`src/rtl/bcd_convert_arbiter_pkg.sv`:
```
// Shared definitions for the BCD conversion arbiter: FSM state type,
// BCD output width helper and the double-dabble add-3 threshold.
package bcd_pkg;

  typedef enum logic [1:0] {
    IDLE  = 2'd0,
    SHIFT = 2'd1,
    DONE  = 2'd2
  } state_t;

  // Digits with this value or more get +3 before each shift.
  localparam logic [3:0] ADD3_THRESHOLD = 4'd5;

  // BCD width needed to hold 2^(4*n)-1 without overflow.
  function automatic int unsigned bcd_size(input int unsigned n);
    if (n < 5) begin
      return (n + 1) * 4;
    end else if (n < 10) begin
      return (n + 2) * 4;
    end else begin
      return (n + 3) * 4;
    end
  endfunction

endpackage

```
`src/rtl/bcd_convert_arbiter_dabble_step.sv`:
```
// One double-dabble iteration: correct every BCD digit >= 5 by adding 3,
// then shift the concatenation {bcd, bin} left by one bit.
module bcd_dabble_step
  import bcd_pkg::*;
#(
  parameter  int NIBBLE_SIZE = 2,
  localparam int W           = 4 * NIBBLE_SIZE,
  localparam int BCD_SIZE    = int'(bcd_size(NIBBLE_SIZE))
) (
  input  logic [BCD_SIZE-1:0] i_bcd,
  input  logic [W-1:0]        i_bin,
  output logic [BCD_SIZE-1:0] o_bcd,
  output logic [W-1:0]        o_bin
);

  logic [BCD_SIZE-1:0] w_corr;

  // Per-digit add-3 correction ahead of the shift.
  always_comb begin
    w_corr = i_bcd;
    for (int unsigned d = 0; d < BCD_SIZE / 4; d++) begin
      if (i_bcd[4*d +: 4] >= ADD3_THRESHOLD) begin
        w_corr[4*d +: 4] = i_bcd[4*d +: 4] + 4'd3;
      end
    end
  end

  assign o_bcd = {w_corr[BCD_SIZE-2:0], i_bin[W-1]};
  assign o_bin = {i_bin[W-2:0], 1'b0};

endmodule

```
`src/rtl/bcd_convert_arbiter.sv`:
```
// Two-requester arbiter sharing one sequential binary-to-BCD converter.
// Requester A: score display, requester B: cursor/status display.
// Optional macro BCDARB_ROUND_ROBIN_EN: round-robin tie breaking
// (otherwise A always wins a tie).
module bcd_convert_arbiter
  import bcd_pkg::*;
#(
  parameter  int NIBBLE_SIZE = 2,
  localparam int W           = 4 * NIBBLE_SIZE,
  localparam int BCD_SIZE    = int'(bcd_size(NIBBLE_SIZE))
) (
  input  logic                clk,
  input  logic                reset,
  input  logic                reqA,
  input  logic [W-1:0]        hexA,
  input  logic                reqB,
  input  logic [W-1:0]        hexB,
  output logic                busy,
  output logic                doneA,
  output logic                doneB,
  output logic [BCD_SIZE-1:0] bcdValue
);

  localparam int COUNT_W = $clog2(W + 1);

  state_t              r_state;
  logic [W-1:0]        r_bin;
  logic [BCD_SIZE-1:0] r_bcd;
  logic [COUNT_W-1:0]  r_count;
  logic                r_owner_b;
  logic                r_busy;
  logic                r_doneA;
  logic                r_doneB;
  logic [BCD_SIZE-1:0] r_bcd_value;

  logic                w_accept;
  logic                w_grant_b;
  logic [BCD_SIZE-1:0] w_bcd_next;
  logic [W-1:0]        w_bin_next;

  assign w_accept = reqA | reqB;

`ifdef BCDARB_ROUND_ROBIN_EN
  logic r_last_b;

  // On a tie the requester not served last wins.
  always_comb begin
    w_grant_b = reqB & (~reqA | ~r_last_b);
  end

  // Last-served pointer; starts at B so A takes the first tie.
  always_ff @(posedge clk) begin
    if (reset) begin
      r_last_b <= 1'b1;
    end else if (r_state == IDLE && w_accept) begin
      r_last_b <= w_grant_b;
    end
  end
`else
  // Fixed priority: A always wins a tie.
  always_comb begin
    w_grant_b = reqB & ~reqA;
  end
`endif

  bcd_dabble_step #(
    .NIBBLE_SIZE (NIBBLE_SIZE)
  ) u_step (
    .i_bcd (r_bcd),
    .i_bin (r_bin),
    .o_bcd (w_bcd_next),
    .o_bin (w_bin_next)
  );

  // Conversion FSM: accept in IDLE, W shift edges, one-cycle DONE.
  always_ff @(posedge clk) begin
    if (reset) begin
      r_state     <= IDLE;
      r_bin       <= '0;
      r_bcd       <= '0;
      r_count     <= '0;
      r_owner_b   <= 1'b0;
      r_busy      <= 1'b0;
      r_doneA     <= 1'b0;
      r_doneB     <= 1'b0;
      r_bcd_value <= '0;
    end else begin
      r_doneA <= 1'b0;
      r_doneB <= 1'b0;
      unique case (r_state)
        IDLE: begin
          if (w_accept) begin
            r_bin     <= w_grant_b ? hexB : hexA;
            r_bcd     <= '0;
            r_count   <= COUNT_W'(W);
            r_owner_b <= w_grant_b;
            r_busy    <= 1'b1;
            r_state   <= SHIFT;
          end
        end
        SHIFT: begin
          r_bcd   <= w_bcd_next;
          r_bin   <= w_bin_next;
          r_count <= r_count - 1'b1;
          if (r_count == COUNT_W'(1)) begin
            r_bcd_value <= w_bcd_next;
            r_doneA     <= ~r_owner_b;
            r_doneB     <= r_owner_b;
            r_state     <= DONE;
          end
        end
        DONE: begin
          r_busy  <= 1'b0;
          r_state <= IDLE;
        end
        default: begin
          r_busy  <= 1'b0;
          r_state <= IDLE;
        end
      endcase
    end
  end

  assign busy     = r_busy;
  assign doneA    = r_doneA;
  assign doneB    = r_doneB;
  assign bcdValue = r_bcd_value;

endmodule

```
`config.mk`:
```
export PLATFORM = sky130hd
export DESIGN_NAME = bcd_convert_arbiter
export DESIGN_NICKNAME = d
export VERILOG_FILES = /design/src/rtl/bcd_convert_arbiter_pkg.sv /design/src/rtl/bcd_convert_arbiter_dabble_step.sv /design/src/rtl/bcd_convert_arbiter.sv
export SDC_FILE = /design/constraint.sdc
export NUM_CORES = 1
export LEC_CHECK = 0
export ABC_AREA = 1
export ABC_CLOCK_PERIOD_IN_PS = 1100
export CAP_MARGIN = 20
export CORE_ASPECT_RATIO = 1.5
export CORE_MARGIN = 2
export CORE_UTILIZATION = 48
export CTS_CLUSTER_DIAMETER = 200
export DETAILED_ROUTE_END_ITERATION = 7
export PLACE_DENSITY = 0.74
export RECOVER_POWER = 100
export SLEW_MARGIN = 0
export SYNTH_ARGS = -nofsm -noshare
export SYNTH_HDL_FRONTEND = slang
export SYNTH_HIERARCHICAL = 1
export SYNTH_SLANG_ARGS = --single-unit
```
`constraint.sdc`:
```
create_clock -name clk -period 1.1 [get_ports clk]
set_input_delay 0.22 -clock clk [delete_from_list [all_inputs] [get_ports clk]]
set_output_delay 0.22 -clock clk [all_outputs]
set_load 0.01 [all_outputs]
```
==> results.md <==
- Outcome: complete, but fails checks
- Violated checks: design-rule violations, negative setup slack
- Count of nets after finishing: 413
- Number of antenna violations at the first check in global routing: 0
- Worst Hold Class: register to register
- Initial drt markers: 46
- Fmax achieved: 0.767 GHz
- Clock-pin slew of the registers on the worst-case setup and hold paths: 0.08 ns
- Max-slew violation total from the final report: 0
- Reg2Reg Launch Point: r_state[0]
- Final GP Congestion: 0.858
- IO Count: 35
- Post-route clock period utilization: 119%
- DIE HEIGHT: 86.4 um
- Number of standard cells after synthesis: 317
- # H-tree levels: 2
- Sequential element share of the synthesized area: 38.7%
- DRT antenna net count: 0
- Global route overflow: 0
- Reg2Reg Capture Point: r_bin[6]
- Final min period: 1.30 ns
- Number of buffers added by the clock tree synthesis step: 5
- Die Outline Area: 5100 sq um
- Initial Utilization: 49.1%
- CP endpoint kind: register
- Area of all placed cells without fillers: 3280 sq um
- Synthesized area divided by synthesized cell count: 6.86 sq um
- Cell row count: 30
- Placement-stage cell area: 2730 sq um
- End-of-flow core utilization: 74.0%
- Number of search-and-repair iterations in the first detailed-routing pass: 6
- Smallest setup slack after layout: -0.204 ns
- Total wirelength of the detailed-routed design: 5740 um
- Clock root buffer master: sky130_fd_sc_hd__clkbuf_8
- Number of distinct library cells after synthesis: 25
- Crit path required time: 1.30 ns
- Yosys warning count: 6
- Static power due to leakage: 1.43 nW
- Layout overhead on the synthesized area: 50.7%
- Number of max-capacitance violations reported: 0
- Sinks on Clock Net: 42
- Crit path launch: r_state[0]
- Clk_skew: 0.00514 ns
- Detailed Place HPWL: 3450 um
- Type of the worst setup path: register to register
- Total global-route track usage: 22.6%
- CTS Buffer Depth: 2
- Crit path DAT: 1.50 ns
- Max Fanout on Critical Path: 8
- Fin. Hold Viols: 0
- First-pass GRT wire length: 8950 um
- Nets in the synthesized netlist: 345
- Clock tree from TritonCTS: yes
- Crit path launch type: register
- Total standard cell area after synthesis: 2170 sq um
- Total power consumption of the routed design: 0.00354 W
- IO Port Bufs: 34
- Worst-Skew Late Latency: 0.30 ns
- Worst R2R Setup Slack: -0.20 ns
- DRC: 2
- P per Cell Area: 1080 nW/um^2
- Number of global-route vias before repair: 2131
- Setup repair after global routing missed its margin: yes
- WL/cell: 13.2 um
- Post-synthesis register bit count: 42
- Reg2Reg Depth: 8
- Pin count of the biggest net entering global routing: 23
- Proportion of layout cells with a drive suffix above 1: 37.7%
- Setup crit end: r_bin[6]
- Die width: 59.0 um
- Area of the placeable core: 4430 sq um
- Average via count per standard cell: 5.20
- Antenna diode count: 0
- Final setup fails: 40
- IR drop worst, VDD: 0.000817 V
- Via total after detailed routing: 2251
- Tightest hold margin: 0.442 ns
- Setup_tns: -5.95 ns
-- registers in the layout, summed over array words and instances (netlist names) --
| name | cells |
|---|---|
| r_bin | 8 |
| r_count | 4 |
| doneA | 1 |
| doneB | 1 |
| r_bcd | 12 |
| bcdValue | 12 |
| busy | 1 |
| r_state | 2 |
| r_owner_b | 1 |
-- cells in the mapped netlist, drive strengths merged --
cell | instances | area (sq um)
o21bai | 5 | 37.5
conb | 1 | 3.75
nand2 | 98 | 370
clkbuf | 4 | 15.0
nand3 | 43 | 215
nand4 | 2 | 12.5
ha | 8 | 100
o21ai | 9 | 56.3
inv | 33 | 124
nor2 | 22 | 108
dfxtp | 42 | 841
buf | 17 | 116
a21oi | 28 | 144
clkinv | 1 | 3.75
o21a | 1 | 7.51
or2 | 2 | 12.5
a211oi | 1 | 7.51
-- layout by cell type (no fill, tap or decap), types with 3 or more instances in the layout --
cell / synthesis / routed
sky130_fd_sc_hd__buf_6: 1 / 14
sky130_fd_sc_hd__a21oi_2: 1 / 5
sky130_fd_sc_hd__nand3_2: 0 / 6
sky130_fd_sc_hd__clkdlybuf4s50_1: 0 / 17
sky130_fd_sc_hd__clkbuf_8: 0 / 5
sky130_fd_sc_hd__nand2_4: 0 / 7
sky130_fd_sc_hd__inv_2: 3 / 5
sky130_fd_sc_hd__nor2_1: 18 / 14
sky130_fd_sc_hd__dfxtp_4: 0 / 3
sky130_fd_sc_hd__clkbuf_1: 4 / 10
sky130_fd_sc_hd__dfxtp_2: 0 / 10
sky130_fd_sc_hd__o21ai_2: 3 / 4
sky130_fd_sc_hd__o21ai_1: 0 / 3
sky130_fd_sc_hd__o21bai_1: 5 / 5
sky130_fd_sc_hd__inv_4: 0 / 8
sky130_fd_sc_hd__clkdlybuf4s15_1: 0 / 3
sky130_fd_sc_hd__nor2_4: 3 / 6
sky130_fd_sc_hd__a21oi_1: 27 / 22
sky130_fd_sc_hd__nand3_1: 43 / 35
sky130_fd_sc_hd__buf_4: 10 / 29
sky130_fd_sc_hd__ha_4: 0 / 7
sky130_fd_sc_hd__dfxtp_1: 42 / 29
sky130_fd_sc_hd__nand2_2: 1 / 17
sky130_fd_sc_hd__inv_1: 30 / 18
sky130_fd_sc_hd__nand2_1: 97 / 75
-- cells by family (layout without fill, tap and decap cells) --
logic type / count (synthesis) / in the layout / share of synthesized area [%]
flip-flops: 42 / 42 / 38.7
AO/OA/AOI/OAI: 44 / 44 / 11.6
adder cells (fa/ha/maj): 8 / 8 / 4.60
other: 1 / 1 / 0.172
buffers and inverters: 55 / 122 / 11.9
AND/OR/NAND/NOR: 167 / 168 / 33.0
-- layer usage --
metal | up-vias | global-route usage, % | routed length [um] | part of all wire (%)
li1 | 1137 | - | - | -
met1 | 1070 | 23.1 | 2290 | 40
met2 | 38 | 42.4 | 3190 | 56
met3 | 6 | 3.88 | 157 | 2.7
met4 | 0 | 11.2 | 95 | 1.7
met5 | - | 0 | 0 | 0
-- critical path: stages (launching register included) --
cell and delay, ns:
sky130_fd_sc_hd__dfxtp_2 0.37, sky130_fd_sc_hd__inv_2 0.06, sky130_fd_sc_hd__nor2_4 0.16, sky130_fd_sc_hd__buf_4 0.14, sky130_fd_sc_hd__buf_8 0.13, sky130_fd_sc_hd__clkbuf_16 0.14, sky130_fd_sc_hd__a21oi_1 0.04, sky130_fd_sc_hd__nor2_1 0.10
sky130_fd_sc_hd__nor2_1 0.05
-- report_power, final --
part	leakage (nW)	internal, W	total (W)	switching (W)
sequential	0.349	0.00160	0.00166	0.0000629
combinational	1.04	0.000461	0.000935	0.000474
clock	0.0438	0.000426	0.000950	0.000524
-- stage by stage --
stage / std cells / setup slack (ns)
after detailed placement: 406 / -0.396
after CTS: 425 / -0.121
after floorplan: 317 / -0.0421
after global placement: 406 / -0.387
after global routing: 433 / -0.282
final: 433 / -0.204
-- final cells by class --
cell class,instances,area [sq um]
multi-input cells,221,1400
fillers,330,1150
flip-flops and latches,42,865
repair buffers,80,713
inverters,34,158
clock buffers,5,68.8
well taps,48,60.1
clock inverters,2,10.0
repair inverters,1,7.51
-- what timing repair did --
| action | in CTS | in global routing |
|---|---|---|
| cloned | 3 | 1 |
| buffers inserted | 9 | 7 |
| pin swaps | 43 | 29 |
| endpoints found under the setup margin | 55 | 55 |
| resized for setup | 89 | 61 |
| hold buffers | 0 | 0 |
-- worst min path at each step --
stage	endpoint	slack (ns)	depth (start not counted)	startpoint
after floorplan	r_bin[6]	0.39	2	reset
after global placement	doneA	0.42	1	r_owner_b
after detailed placement	doneA	0.42	1	r_owner_b
after CTS	doneA	0.43	1	r_owner_b
after global routing	doneA	0.48	1	r_owner_b
final	doneA	0.44	1	r_owner_b
Power figures use the tool's default switching activity.
